===== src/rtl/sub_pkg.sv =====
// Shared definitions for the bit-serial subtractor: FSM state encoding and
// the default operand width.
package sub_pkg;

  localparam int WIDTH_DEFAULT = 4;

  typedef enum logic [1:0] {
    IDLE = 2'd0,
    RUN  = 2'd1,
    DONE = 2'd2
  } state_t;

endpackage


===== src/rtl/fullsubtractor.sv =====
// One-bit full subtractor cell, the arithmetic counterpart of the fulladder
// cell: computes a - b - bin and the borrow into the next bit position.
module fullsubtractor (
  output logic diff,
  output logic bout,
  input  logic a,
  input  logic b,
  input  logic bin
);

  // Difference bit and borrow-out for a single bit position
  always_comb begin
    diff = a ^ b ^ bin;
    bout = (~a & b) | (~(a ^ b) & bin);
  end

endmodule


===== src/rtl/serial_subtractor.sv =====
// Bit-serial subtractor: computes in_a - in_b - bin one bit per clock, LSB
// first, reusing a single full-subtractor cell and a registered borrow.
// The result, borrow-out and signed overflow appear together with a
// one-cycle done pulse and are held until the next operation completes.
module serial_subtractor
  import sub_pkg::*;
#(
  parameter int WIDTH = WIDTH_DEFAULT
) (
  input  logic             clk,
  input  logic             rst,
  input  logic             start,
  input  logic [WIDTH-1:0] in_a,
  input  logic [WIDTH-1:0] in_b,
  input  logic             bin,
  output logic             busy,
  output logic             done,
  output logic [WIDTH-1:0] diff,
  output logic             bout,
  output logic             ovf
);

  localparam int             CW   = $clog2(WIDTH);
  localparam logic [CW-1:0]  LAST = CW'(WIDTH - 1);

  state_t           state;
  state_t           state_next;

  logic [WIDTH-1:0] a_sh;
  logic [WIDTH-1:0] b_sh;
  logic [WIDTH-1:0] res_sh;
  logic             borrow;
  logic [CW-1:0]    cnt;
  logic             a_msb;
  logic             b_msb;

  logic             bit_d;
  logic             bit_bout;
  logic [WIDTH:0]   res_cat;
  logic [WIDTH-1:0] res_next;
  logic             last_bit;

  fullsubtractor u_cell (
    .diff (bit_d),
    .bout (bit_bout),
    .a    (a_sh[0]),
    .b    (b_sh[0]),
    .bin  (borrow)
  );

  // The new difference bit enters at the MSB of the result shifter, so after
  // WIDTH shifts the first (LSB) bit has reached position 0.
  assign res_cat  = {bit_d, res_sh};
  assign res_next = WIDTH'(res_cat >> 1);
  assign last_bit = (cnt == LAST);

  // State register
  always_ff @(posedge clk) begin
    if (rst) begin
      state <= IDLE;
    end else begin
      state <= state_next;
    end
  end

  // Next-state logic and status outputs; start is only honoured in IDLE
  always_comb begin
    state_next = state;
    busy       = 1'b0;
    done       = 1'b0;
    case (state)
      IDLE: begin
        if (start) begin
          state_next = RUN;
        end
      end
      RUN: begin
        busy = 1'b1;
        if (last_bit) begin
          state_next = DONE;
        end
      end
      DONE: begin
        done       = 1'b1;
        state_next = IDLE;
      end
      default: begin
        state_next = IDLE;
      end
    endcase
  end

  // Operand capture, serial shifting and registered result update
  always_ff @(posedge clk) begin
    if (rst) begin
      a_sh   <= '0;
      b_sh   <= '0;
      res_sh <= '0;
      borrow <= 1'b0;
      cnt    <= '0;
      a_msb  <= 1'b0;
      b_msb  <= 1'b0;
      diff   <= '0;
      bout   <= 1'b0;
      ovf    <= 1'b0;
    end else begin
      case (state)
        IDLE: begin
          if (start) begin
            a_sh   <= in_a;
            b_sh   <= in_b;
            borrow <= bin;
            cnt    <= '0;
            res_sh <= '0;
            a_msb  <= in_a[WIDTH-1];
            b_msb  <= in_b[WIDTH-1];
          end
        end
        RUN: begin
          borrow <= bit_bout;
          res_sh <= res_next;
          a_sh   <= a_sh >> 1;
          b_sh   <= b_sh >> 1;
          cnt    <= cnt + 1'b1;
          if (last_bit) begin
            diff <= res_next;
            bout <= bit_bout;
            ovf  <= (a_msb != b_msb) && (bit_d != a_msb);
          end
        end
        default: begin
        end
      endcase
    end
  end

endmodule


===== config.mk =====
export PLATFORM = sky130hd
export DESIGN_NAME = serial_subtractor
export DESIGN_NICKNAME = d
export VERILOG_FILES = /design/src/rtl/sub_pkg.sv /design/src/rtl/fullsubtractor.sv /design/src/rtl/serial_subtractor.sv
export SDC_FILE = /design/constraint.sdc
export NUM_CORES = 1
export LEC_CHECK = 0
export CORE_MARGIN = 2
export CORE_UTILIZATION = 40
export DETAILED_ROUTE_END_ITERATION = 7
export SLEW_MARGIN = 20
export SYNTH_ARGS = -nofsm -noshare
export SYNTH_HDL_FRONTEND = slang
export SYNTH_SLANG_ARGS = --single-unit

===== constraint.sdc =====
create_clock -name clk -period 3.9 [get_ports clk]
set_input_delay 0.585 -clock clk [delete_from_list [all_inputs] [get_ports clk]]
set_output_delay 0.585 -clock clk [all_outputs]
set_load 0.005 [all_outputs]

==> out/qor.csv <==
metric,value,unit
"Arr. time, crit path",1.93,ns
Post-Layout Cell Count,157,
Placeable Area,2500,um^2
period utilization,64.40,%
nets,142,
Final min period,2.511,ns
clk sinks,24,
Required @ worst endpoint,3.31,ns
wire per inst,12.82,um
final hold vios,0,
# H-tree levels,1,
Syn Inst Count,110,
power share of the clock group,27.8,%
Slew HR,34.93,%
gr ovfl total,0,
Vias/cell,5.096,
min-delay worst type,reg2reg,
layout cell share with drive strength beyond 1,15.75,%
Setup TNS,0,ns
crit start category,flip-flop,
Remaining DRCs,0,
Synth Area per Inst,9.714,um^2
Root Buffer,clkbuf_4,
Reg power frac,57.9,%
Fill cells,238,
Hold Path End,diff[0],
"Largest delay share family, worst path",flip-flops,
initial antenna violation count,0,
placed insts,153,
# diodes,0,
"critical path, cell by cell",nand2b_2 > clkinv_2 > clkdlybuf4s50_1,
Power Internal,0.3487,mW
GRT Resource Usage Total,13.94,%
unrepaired setup endpoints after global routing,false,
"commonest non-fill, non-tap cell in the layout",dfxtp_1,
worst setup path class,reg2out,
Comb pwr share,14.4,%
largest net degree at the start of global routing,25,
CTS tree,yes,
clk buf depth,2,
row cnt,18,
part of the Yosys area used for sequential elements,44.96,%
yosys warns,0,
Worst R2R Start,state[0],
DR pass1 iterations,4,
vias in the first global route,736,
gpl congestion,0.7121,
setup bufs post-CTS,0,
clock buffer count from CTS,3,
Lkg Pwr,0.4839,nW
Post-Syn Area,1069,um^2
outcome,finished clean,
Antenna Violating Nets Remaining,0,
clk slew on worst S/H paths,0.13,ns
Slew @ Worst Pin,0.9730,ns
P_sw,0.1167,mW
cell area after layout,1281,um^2
pwr dens,363.3,nW/um^2
most frequent cells in the layout,"dfxtp_1, clkdlybuf4s50_1, nor2_1",
Starting Density,42.74,%
worst vdd ir,0.2149,mV
# port buffers,19,
CP bufs+invs,2,
fmax,0.3982,GHz
Die Wd,55.69,um
worst-path maximum fanout,15,
hold path cells,2,
cts repair resizes,0,
final wirelength,2.013,mm
Reg2Reg Setup Slack,2.40,ns
first-pass GRT wire length,3.429,mm
Synth cell types,29,
Async SR Flop Fraction,0,%
area delta synth->final,19.91,%
final setup fails,0,
Worst-Skew Late Latency,0.31,ns
Slew Limit Fails,0,
Mapped Nets,124,
1st-iter DRT viols,14,
Sw Share,25.07,%
Worst setup EP type,output pin,
Post-synth EDFFs,0,
min-delay src,diff[0],
final core occ,51.25,%
post-DP HPWL,1.405,mm
worst stage delay on the critical path,0.78,ns
CTS Hold Bufs,0,
reg-to-reg critical path endpoint,b_sh[0],
dpl cell area,1245,um^2
Yosys reg bits,24,
slowest CP cell,dfxtp_1,
boundary pin count,20,
top_reg_cell synth,dfxtp_1,
chip height,55.69,um
skew final,0.01005,ns
die area,3101,um^2
routed vias,800,
R2R cell count,3,
Max-cap violations,0,
flip-flops by register name (all words and copies together), names as in the netlist:
signal	count
borrow	1
a_sh	4
b_msb	1
a_msb	1
res_sh	3
bout	1
state	2
ovf	1
b_sh	4
diff	4
cnt	2
worst max-delay path by stage:
stage	from	to	depth (start not counted)
after global placement	state[0]	busy	3
after floorplan	borrow	ovf	5
final	state[0]	busy	3
after global routing	state[0]	busy	3
after detailed placement	state[0]	busy	3
after CTS	state[0]	busy	3
worst min-delay path: stages (launching register included):
cell	delay, ns
dfxtp_1	0.33
nand2_1	0.05
a21oi_1	0.05
power groups by stage:
| stage | registers (mW) | clock network [mW] | logic (mW) |
|---|---|---|---|
| global route | 0.271 | 0.141 | 0.0749 |
| global placement | 0.274 | 0 | 0.0666 |
| floorplan | 0.270 | 0 | 0.0528 |
| finish | 0.269 | 0.129 | 0.0668 |
| detailed placement | 0.275 | 0 | 0.0675 |
| CTS | 0.269 | 0.135 | 0.0680 |
synthesized netlist by cell type (all sizes together) (3+ instances only):
master  instances  area share, %
nand2b          3            2.0
mux2i           7            6.6
clkbuf          3            1.2
inv             5            1.8
a211oi          8            8.0
dfxtp          24             45
a21oi          13            6.1
nor2           19            7.6
nand2           5            1.8
a22oi           4            2.8
buf             3            3.6
nand3           3            1.4
routing by layer:
| metal | up-vias | share of wire [%] | wire (um) | global-route usage (%) |
|---|---|---|---|---|
| met5 | - | 0 | 0 | 0 |
| met4 | 0 | 0.75 | 15 | 3.136 |
| met3 | 2 | 5.0 | 101 | 5.349 |
| met2 | 15 | 43 | 874 | 20.58 |
| met1 | 365 | 51 | 1021 | 19.20 |
| li1 | 418 | - | - | - |
layout make-up:
type	count	area, um^2	area share, %
clock buffer	4	36.28	2.832
inverter	6	23.77	1.855
sequential	24	480.5	37.50
multi-input combinational	74	513.0	40.04
tap	30	37.54	2.930
timing repair buffer	19	190.2	14.84
metrics by stage:
stage                     total power [mW]  worst slack, ns  hold slack, ns
after global placement              0.3409            1.781          0.4461
after detailed placement            0.3424            1.733          0.4462
final                               0.4654            1.389          0.4661
after CTS                           0.4728            1.359          0.4639
after global routing                0.4878            1.261          0.4861
after floorplan                     0.3229            2.550          0.4384
logic make-up after synthesis:
group                    count (synthesis)  synth area share, %
multiplexers                             7                6.558
buffers and inverters                   12                7.026
flip-flops                              24                44.96
adder cells (fa/ha/maj)                  2                3.044
AND/OR/NAND/NOR                         34                16.28
AO/OA/AOI/OAI                           31                22.13
(Power assumes the default switching activity.)
